File: config.mk
export PLATFORM = sky130hd
export DESIGN_NAME = ps2_avalon_mm_queued
export DESIGN_NICKNAME = d
export VERILOG_FILES = /design/src/rtl/ps2_avalon_pkg.sv /design/src/rtl/ps2_sync_fifo.sv /design/src/rtl/ps2_avalon_mm_queued.sv
export SDC_FILE = /design/constraint.sdc
export NUM_CORES = 2
export LEC_CHECK = 0
export CORE_ASPECT_RATIO = 0.5
export CORE_MARGIN = 4
export CORE_UTILIZATION = 30
export DETAILED_ROUTE_END_ITERATION = 7
export PLACE_DENSITY_LB_ADDON = 0.05
export SETUP_SLACK_MARGIN = 0.15
export SYNTH_ARGS = -nofsm -noshare
export SYNTH_HDL_FRONTEND = slang
export SYNTH_SLANG_ARGS = --single-unit
export TNS_END_PERCENT = 20
File: constraint.sdc
create_clock -name clk -period 13 [get_ports clk]
set_input_delay 2.6 -clock clk [delete_from_list [all_inputs] [get_ports clk]]
set_output_delay 2.6 -clock clk [all_outputs]
set_load 0.05 [all_outputs]
File: src/rtl/ps2_avalon_pkg.sv
// ps2_avalon_pkg
//   Shared definitions for the queued PS/2 Avalon-MM slave:
//   register word offsets, CONTROL bit positions, the command FSM state
//   encoding and a helper that sizes FIFO occupancy counters.
package ps2_avalon_pkg;

  // Word offsets on the 2-bit Avalon address
  localparam logic [1:0] ADDR_DATA    = 2'd0;
  localparam logic [1:0] ADDR_CONTROL = 2'd1;
  localparam logic [1:0] ADDR_COMMAND = 2'd2;
  localparam logic [1:0] ADDR_THRESH  = 2'd3;

  // CONTROL register bit positions
  localparam int CTL_RE    = 0;   // receive interrupt enable (rw)
  localparam int CTL_RI    = 8;   // interrupt line state (ro)
  localparam int CTL_CE    = 10;  // command error, sticky W1C
  localparam int CTL_OVF   = 11;  // rx overflow, sticky W1C
  localparam int CTL_DROP  = 12;  // command FIFO overflow, sticky W1C
  localparam int CTL_CFULL = 13;  // command FIFO full (ro)
  localparam int CTL_BUSY  = 14;  // command FSM not idle (ro)

  // Command FSM states
  typedef enum logic [1:0] {
    ST_IDLE = 2'd0,
    ST_SEND = 2'd1,
    ST_FAIL = 2'd2,
    ST_GAP  = 2'd3
  } cmd_state_e;

  // Occupancy counter width for a FIFO of 'depth' entries (holds 0..depth)
  function automatic int count_w(input int depth);
    return $clog2(depth) + 1;
  endfunction

endpackage

File: src/rtl/ps2_sync_fifo.sv
// ps2_sync_fifo
//   Show-ahead synchronous FIFO with an occupancy count and a synchronous clear.
//   Push while full is ignored unless a pop happens in the same cycle; pop while
//   empty is ignored (a simultaneous push into an empty FIFO is push-only).
// Ports
//   clk      in   system clock
//   reset    in   synchronous, active-high
//   i_clr    in   synchronous flush (pointers and count to 0)
//   i_push   in   write i_din
//   i_pop    in   discard the head entry
//   i_din    in   WIDTH  write data
//   o_dout   out  WIDTH  head entry (valid when !o_empty)
//   o_count  out  entries held, 0..DEPTH
//   o_full   out  count == DEPTH
//   o_empty  out  count == 0
module ps2_sync_fifo #(
  parameter int WIDTH = 8,
  parameter int DEPTH = 4
) (
  input  logic                     clk,
  input  logic                     reset,
  input  logic                     i_clr,
  input  logic                     i_push,
  input  logic                     i_pop,
  input  logic [WIDTH-1:0]         i_din,
  output logic [WIDTH-1:0]         o_dout,
  output logic [$clog2(DEPTH):0]   o_count,
  output logic                     o_full,
  output logic                     o_empty
);

  localparam int AW = $clog2(DEPTH);

  logic [WIDTH-1:0] r_mem [DEPTH];
  logic [AW-1:0]    r_rd_ptr;
  logic [AW-1:0]    r_wr_ptr;
  logic [AW:0]      r_count;
  logic             w_do_push;
  logic             w_do_pop;

  assign o_empty   = (r_count == '0);
  assign o_full    = (r_count == (AW+1)'(DEPTH));
  assign w_do_pop  = i_pop & ~o_empty;
  // A pop frees the slot, so a full FIFO still accepts a same-cycle push
  assign w_do_push = i_push & (~o_full | w_do_pop);

  // NOTE: sequential state uses non-blocking assignments so every register
  // samples pre-edge values, independent of statement order.
  always_ff @(posedge clk) begin
    if (reset || i_clr) begin
      r_rd_ptr <= '0;
      r_wr_ptr <= '0;
      r_count  <= '0;
    end else begin
      if (w_do_push) r_wr_ptr <= r_wr_ptr + 1'b1;
      if (w_do_pop)  r_rd_ptr <= r_rd_ptr + 1'b1;
      case ({w_do_push, w_do_pop})
        2'b10:   r_count <= r_count + 1'b1;
        2'b01:   r_count <= r_count - 1'b1;
        default: r_count <= r_count;
      endcase
    end
  end

  // NOTE: the storage array has no reset; the pointers and count define which
  // entries are meaningful, and leaving it unreset lets it map to RAM.
  always_ff @(posedge clk) begin
    if (w_do_push) r_mem[r_wr_ptr] <= i_din;
  end

  assign o_dout  = r_mem[r_rd_ptr];
  assign o_count = r_count;

endmodule

File: src/rtl/ps2_avalon_mm_queued.sv
// ps2_avalon_mm_queued
//   Avalon-MM slave between a Nios host and one external PS/2 serial engine.
//   Receive bytes land in an RX FIFO read through DATA; host writes to COMMAND
//   queue bytes that a small FSM hands to the engine one at a time, with a
//   guaranteed one-cycle low gap on cmd_send between bytes. The bus never stalls.
// Configuration
//   PS2_CMD_RETRY_EN  defined: a timed-out byte is resent up to CMD_RETRIES more
//                     times before CE is raised. Undefined: first timeout raises CE.
// Ports
//   clk, reset                  system clock, synchronous active-high reset
//   address[1:0]                0 DATA, 1 CONTROL, 2 COMMAND, 3 THRESH
//   chipselect, read, write     Avalon strobes
//   byteenable[3:0]             byte lanes
//   writedata[31:0]             write data
//   readdata[31:0]              registered read data, latency 1
//   irq                         registered level interrupt
//   cmd_data[7:0], cmd_send     byte and level request to engine
//   cmd_sent, cmd_timeout       one-cycle completion pulses from engine
//   rx_data[7:0], rx_valid      received byte and its strobe
module ps2_avalon_mm_queued
  import ps2_avalon_pkg::*;
#(
  parameter int RX_DEPTH    = 256,
  parameter int CMD_DEPTH   = 4,
  parameter int CMD_RETRIES = 2
) (
  input  logic        clk,
  input  logic        reset,
  input  logic [1:0]  address,
  input  logic        chipselect,
  input  logic [3:0]  byteenable,
  input  logic        read,
  input  logic        write,
  input  logic [31:0] writedata,
  output logic [31:0] readdata,
  output logic        irq,
  output logic [7:0]  cmd_data,
  output logic        cmd_send,
  input  logic        cmd_sent,
  input  logic        cmd_timeout,
  input  logic [7:0]  rx_data,
  input  logic        rx_valid
);

  localparam int RX_COUNT_W  = count_w(RX_DEPTH);
  localparam int CMD_COUNT_W = count_w(CMD_DEPTH);

  // Bus decode
  logic w_rd, w_wr;
  logic w_rx_pop, w_cmd_push, w_ctl_wr, w_thr_wr;

  assign w_rd       = chipselect & read;
  assign w_wr       = chipselect & write;
  assign w_rx_pop   = w_rd & (address == ADDR_DATA) & byteenable[0];
  assign w_cmd_push = w_wr & (address == ADDR_COMMAND) & byteenable[0];
  assign w_ctl_wr   = w_wr & (address == ADDR_CONTROL);
  assign w_thr_wr   = w_wr & (address == ADDR_THRESH);

  // RX FIFO
  logic [7:0]            w_rx_head;
  logic [RX_COUNT_W-1:0] w_rx_count;
  logic                  w_rx_full, w_rx_empty;

  ps2_sync_fifo #(.WIDTH(8), .DEPTH(RX_DEPTH)) u_rx_fifo (
    .clk     (clk),
    .reset   (reset),
    .i_clr   (1'b0),
    .i_push  (rx_valid),
    .i_pop   (w_rx_pop),
    .i_din   (rx_data),
    .o_dout  (w_rx_head),
    .o_count (w_rx_count),
    .o_full  (w_rx_full),
    .o_empty (w_rx_empty)
  );

  // Command FIFO
  logic [7:0]             w_cmd_head;
  logic [CMD_COUNT_W-1:0] w_cmd_count;
  logic                   w_cmd_full, w_cmd_empty;
  logic                   w_cmd_pop, w_cmd_flush;

  ps2_sync_fifo #(.WIDTH(8), .DEPTH(CMD_DEPTH)) u_cmd_fifo (
    .clk     (clk),
    .reset   (reset),
    .i_clr   (w_cmd_flush),
    .i_push  (w_cmd_push),
    .i_pop   (w_cmd_pop),
    .i_din   (writedata[7:0]),
    .o_dout  (w_cmd_head),
    .o_count (w_cmd_count),
    .o_full  (w_cmd_full),
    .o_empty (w_cmd_empty)
  );

  // Command FSM
  cmd_state_e r_state, w_state_next;
  logic [7:0] r_cmd_data;
  logic       w_retry_ok;     // FAIL may resend the current byte
  logic       w_retry;        // FAIL is resending this cycle
  logic       w_fail_final;   // FAIL gives up: raise CE and flush
  logic       w_gap_to_send;  // GAP returns to SEND for a retry
  logic       w_cmd_send;

`ifdef PS2_CMD_RETRY_EN
  localparam int TRIES_W = (CMD_RETRIES < 1) ? 1 : $clog2(CMD_RETRIES + 1);
  logic [TRIES_W-1:0] r_tries;
  logic               r_retry;

  assign w_retry_ok    = (r_tries < TRIES_W'(CMD_RETRIES));
  assign w_gap_to_send = r_retry;

  always_ff @(posedge clk) begin
    if (reset) begin
      r_tries <= '0;
      r_retry <= 1'b0;
    end else begin
      if (w_cmd_pop)    r_tries <= '0;
      else if (w_retry) r_tries <= r_tries + 1'b1;
      // Remember across GAP whether the byte is being resent
      if (r_state == ST_FAIL)      r_retry <= w_retry_ok;
      else if (r_state == ST_SEND) r_retry <= 1'b0;
    end
  end
`else
  logic w_unused_retries;
  assign w_unused_retries = (CMD_RETRIES != 0);
  assign w_retry_ok       = 1'b0;
  assign w_gap_to_send    = 1'b0;
`endif

  always_ff @(posedge clk) begin
    if (reset) r_state <= ST_IDLE;
    else       r_state <= w_state_next;
  end

  // NOTE: every combinational output gets a default first so no path through
  // the case statement leaves it unassigned and infers a latch.
  always_comb begin
    w_state_next = r_state;
    case (r_state)
      ST_IDLE: if (!w_cmd_empty) w_state_next = ST_SEND;
      // A simultaneous sent+timeout counts as delivered
      ST_SEND: begin
        if (cmd_sent)         w_state_next = ST_GAP;
        else if (cmd_timeout) w_state_next = ST_FAIL;
      end
      ST_FAIL: w_state_next = ST_GAP;
      ST_GAP:  w_state_next = w_gap_to_send ? ST_SEND : ST_IDLE;
      default: w_state_next = ST_IDLE;
    endcase
  end

  always_comb begin
    w_cmd_send   = (r_state == ST_SEND);
    w_cmd_pop    = (r_state == ST_IDLE) & ~w_cmd_empty;
    w_retry      = (r_state == ST_FAIL) & w_retry_ok;
    w_fail_final = (r_state == ST_FAIL) & ~w_retry_ok;
  end

  assign w_cmd_flush = w_fail_final;

  always_ff @(posedge clk) begin
    if (reset)          r_cmd_data <= 8'h00;
    else if (w_cmd_pop) r_cmd_data <= w_cmd_head;
  end

  assign cmd_send = w_cmd_send;
  assign cmd_data = r_cmd_data;

  // CONTROL / THRESH registers and status flags
  logic        r_re, r_ce, r_ovf, r_drop, r_irq;
  logic [15:0] r_thresh;
  logic        w_ce_set, w_ovf_set, w_drop_set;
  logic        w_w1c;
  logic [15:0] w_rx_count16, w_thresh_eff;

  assign w_w1c      = w_ctl_wr & byteenable[1];
  assign w_ce_set   = w_fail_final;
  // With a same-cycle pop the full FIFO has room, so nothing is lost
  assign w_ovf_set  = rx_valid & w_rx_full & ~w_rx_pop;
  assign w_drop_set = w_cmd_push & w_cmd_full & ~w_cmd_pop;

  assign w_rx_count16 = 16'(w_rx_count);
  assign w_thresh_eff = (r_thresh == 16'd0) ? 16'd1 : r_thresh;

  always_ff @(posedge clk) begin
    if (reset) begin
      r_re     <= 1'b0;
      r_ce     <= 1'b0;
      r_ovf    <= 1'b0;
      r_drop   <= 1'b0;
      r_irq    <= 1'b0;
      r_thresh <= 16'd1;
    end else begin
      if (w_ctl_wr && byteenable[0]) r_re <= writedata[CTL_RE];
      // Hardware set overrides a same-cycle W1C clear
      r_ce   <= w_ce_set   | (r_ce   & ~(w_w1c & writedata[CTL_CE]));
      r_ovf  <= w_ovf_set  | (r_ovf  & ~(w_w1c & writedata[CTL_OVF]));
      r_drop <= w_drop_set | (r_drop & ~(w_w1c & writedata[CTL_DROP]));
      if (w_thr_wr && byteenable[0]) r_thresh[7:0]  <= writedata[7:0];
      if (w_thr_wr && byteenable[1]) r_thresh[15:8] <= writedata[15:8];
      r_irq <= r_re & ((w_rx_count16 >= w_thresh_eff) | r_ce);
    end
  end

  assign irq = r_irq;

  // Read mux; DATA reports the pre-pop head, masked to 0 when empty
  logic [31:0] w_rdata;
  logic [31:0] r_readdata;

  always_comb begin
    w_rdata = '0;
    case (address)
      ADDR_DATA: begin
        w_rdata[31:16] = w_rx_count16;
        w_rdata[15]    = ~w_rx_empty;
        w_rdata[7:0]   = w_rx_empty ? 8'h00 : w_rx_head;
      end
      ADDR_CONTROL: begin
        w_rdata[CTL_RE]    = r_re;
        w_rdata[CTL_RI]    = r_irq;
        w_rdata[CTL_CE]    = r_ce;
        w_rdata[CTL_OVF]   = r_ovf;
        w_rdata[CTL_DROP]  = r_drop;
        w_rdata[CTL_CFULL] = w_cmd_full;
        w_rdata[CTL_BUSY]  = (r_state != ST_IDLE);
      end
      // 8-bit field: a completely full 256-entry queue reads 0 here, CFULL disambiguates
      ADDR_COMMAND: w_rdata[15:8] = 8'(w_cmd_count);
      default:      w_rdata[15:0] = r_thresh;
    endcase
  end

  always_ff @(posedge clk) begin
    if (reset)     r_readdata <= '0;
    else if (w_rd) r_readdata <= w_rdata;
    else           r_readdata <= '0;
  end

  assign readdata = r_readdata;

  logic w_unused_bits;
  assign w_unused_bits = ^{byteenable[3:2], writedata[31:16]};

endmodule

==> results.py <==
metrics = {
    "run_status": {
        "status": "finished, final reports clean",
    },
    "setup_path": {
        "critPathRequiredTime_ns": 13.73,
        "critPathMaxFanout": 23,
        "worst_ep_arrival_time_ns": 7.41,
        "slowest_delay_ns": 0.82,
        "endpoint_kind": "register",
        "crit_slowest_cell": "clkdlybuf4s50_1",
        "path_class": "primary input to register",
        "crit_path_start_kind": "primary input",
        "worstPathCellList": "clkdlybuf4s50_1 -> nor2_1 -> nand4_1 -> a31oi_4 -> buf_4 -> inv_1 -> ha_1 -> fa_1 -> a21o_1 -> a21oi_1 -> o21bai_1 -> a2111oi_0 -> nor3_1 -> mux2i_1 -> mux2_2",
    },
    "sta": {
        "worst_slew_pin_slew_ns": 1.38,
        "finalCritPeriodShare_pct": 51.4,
        "hold_viol_final": 0,
        "relSlewSlack_pct": 6.90,
        "skew_ns": 0.0427,
        "setup_viol": 0,
        "slew_viol_final": 0,
        "max_freq_ghz": 0.150,
        "rsz0062_at_grt": "no",
        "totalNegativeSetupSlack_ns": 0,
        "layout_min_cycle_time_ns": 6.68,
        "layout_setup_ws_ns": 6.32,
    },
    "die": {
        "dieArea_um2": 291000,
        "io_pins": 96,
        "start_util_pct": 30.2,
        "die_w_um": 758,
        "die_h_um": 383,
        "rows": 137,
        "coreArea_um2": 279000,
    },
    "global_route": {
        "grt_max_degree": 157,
        "grt_pass1_wl_um": 365000,
        "track_usage_pct": 18.0,
        "grt-ovfl-total": 0,
        "antenna_found_initial": 24,
        "grt_pass1_vias": 43668,
    },
    "run": {
        "maxCapViolCount": 0,
    },
    "cts": {
        "cts.path.max_buffers": 4,
        "cts_tree": "built",
        "clockRootBuffer": "clkbuf_16",
        "cts-htree-levels": 4,
        "insertion_delay_ns": 0.87,
        "clock-sinks": 2176,
        "cts_resized": 0,
        "ctsHoldBuffers": 0,
        "clkTransAtPathRegs_ns": 0.06,
        "cts_setup_buffers": 0,
        "cts_buffers": 216,
    },
    "min_path": {
        "worstHoldPathType": "register to register",
    },
    "synth": {
        "synth_edf_count": 2080,
        "syn_area_per_cell_um2": 20.2,
        "ys_warn_count": 0,
        "syn_inst": 4171,
        "synth_flop_cell": "edfxtp_1",
        "synth_seq_cells": 2176,
        "async_flop_share_pct": 0,
        "post_synth_num_cell_types": 67,
        "syn-cell-area_um2": 84400,
        "seq_area_frac_synth_pct": 76.2,
    },
    "power": {
        "switching_share_pct": 21.4,
        "p_per_area_nw_per_um2": 147,
        "seq_power_share_pct": 54.5,
        "combPwrFrac_pct": 2.8,
        "fin_total_pwr_mw": 14.1,
        "power.internal_mw": 11.1,
        "power_frac_clock_pct": 42.7,
        "p_leak_nw": 28.2,
        "switchingPower_mw": 3.02,
        "vdd_drop_max_v": 0.0000951,
    },
    "drt": {
        "drt_wl_total_um": 265000,
        "dr.pass1.iters": 5,
        "routedWlPerCell_um": 32.3,
        "drtAntennaViolNets": 0,
        "routed_via_density": 5.11,
        "drt_iter0_markers": 4093,
        "vias": 42001,
        "drc": 0,
    },
    "placed_design": {
        "dpl.hpwl_um": 164000,
        "dpl_worst_slack_ns": 5.49,
        "portBuffers": 70,
        "gp_congestion": 0.763,
    },
    "finish": {
        "layout-drive-gt1-share_pct": 20.3,
        "syn_to_final_growth_pct": 13.8,
        "layout_commonest_cell": "edfxtp_1",
        "layout_common_cells": "edfxtp_1 (2080), mux4_2 (472), nor2_1 (342), clkbuf_16 (219), mux2i_1 (169)",
        "nets": 4396,
    },
}
-- cell families (layout without fill, tap and decap cells) --
group           Yosys count  in the layout  synth area share [%]
mux                     648            648                  14.7
flops                  2176           2176                  76.2
fa+ha+maj                33             33                 0.507
compound gates          402            402                  3.43
simple gates            606            606                  3.18
other cells               1             11               0.00444
xor+xnor                 25             25                 0.259
buf+inv                 280            568                  1.69
-- stage by stage --
step / instance area [µm²] / util, % / cells / hold slack, ns
2_1_floorplan: 84500 / - / 4177 / 0.431
3_3_place_gp: 89600 / 32.1 / 7844 / 0.448
3_5_place_dp: 89600 / 32.1 / 7844 / 0.449
4_1_cts: 96100 / 34.4 / 8218 / 0.458
5_1_grt: 96100 / 34.4 / 8218 / 0.495
6_report: 96100 / 34.4 / 8222 / 0.457
-- worst paths after layout --
check | depth (start not counted) | start | slack [ns] | endpoint
worst min register to register | 2 | cmd_data[6] | 0.46 | cmd_data[6]
worst max register to register | 7 | register | 7.50 | readdata[6]
worst max-delay path | 15 | address[1] | 6.32 | u_rx_fifo.o_count[8]
worst min-delay path | 2 | cmd_data[6] | 0.46 | cmd_data[6]
-- power by group through the flow --
stage               registers [mW]  logic [mW]  clock network [mW]
floorplan                     7.88       0.160                   0
finish                        7.71       0.396                6.04
detailed placement            7.86       0.407                   0
global route                  7.71       0.431                6.52
global placement              7.86       0.399                   0
CTS                           7.71       0.409                6.21
-- synth_stat cells (8+ instances only) --
library cell / n / area share [%]
mux4_2: 472 / 13
o21ai_0: 34 / 0.20
inv_1: 25 / 0.11
a22o_1: 51 / 0.53
buf_1: 16 / 0.071
ha_1: 31 / 0.46
a22oi_1: 93 / 0.83
nor2_1: 346 / 1.5
xnor2_1: 10 / 0.10
a221oi_1: 63 / 0.65
o221ai_1: 8 / 0.083
mux2i_1: 169 / 2.0
buf_2: 67 / 0.40
buf_4: 42 / 0.37
xor2_1: 15 / 0.16
and2_1: 17 / 0.13
nand4_1: 19 / 0.14
nand3_1: 52 / 0.31
a21oi_1: 59 / 0.35
a31oi_1: 15 / 0.11
o22ai_1: 37 / 0.27
nand2_1: 82 / 0.36
nor2b_1: 24 / 0.18
nor3_1: 14 / 0.083
edfxtp_1: 2080 / 74
dfxtp_1: 96 / 2.3
nand2b_1: 10 / 0.074
clkbuf_1: 111 / 0.49
buf_6: 16 / 0.21
-- area by class of cell --
| class | count | area, µm² |
|---|---|---|
| clock buffer | 253 | 5650 |
| tap | 3753 | 4700 |
| sequential | 2176 | 64400 |
| clock inverter | 121 | 870 |
| fill | 26203 | 183000 |
| timing repair buffer | 169 | 1590 |
| antenna | 4 | 10.0 |
| inverter | 25 | 93.8 |
| multi-input combinational | 1721 | 18800 |
-- routing by layer --
metal	GRT usage [%]	part of all wire, %	vias up
li1	-	-	17471
met3	2.47	5.0	299
met2	27.9	45	1092
met4	3.65	2.0	2
met5	0	0.0072	-
met1	27.1	48	23137
-- sequential cells by signal, indices dropped and copies added, names as in the netlist, 2 cells and up, named ones only --
register             cells
cmd_data                 8
r_state                  2
r_thresh                16
readdata                25
u_cmd_fifo.o_count       3
u_cmd_fifo.r_mem        32
u_cmd_fifo.r_rd_ptr      2
u_cmd_fifo.r_wr_ptr      2
u_rx_fifo.o_count        9
u_rx_fifo.r_mem       2048
u_rx_fifo.r_rd_ptr       8
u_rx_fifo.r_wr_ptr       8
-- critical path, delay by kind of cell --
kind | cells | cell delay, ns
compound gates | 5 | 1.32
buf+inv | 3 | 1.31
fa+ha+maj | 2 | 0.85
simple gates | 3 | 0.75
mux | 2 | 0.56
Note: power is estimated with default switching activity, not from simulation.
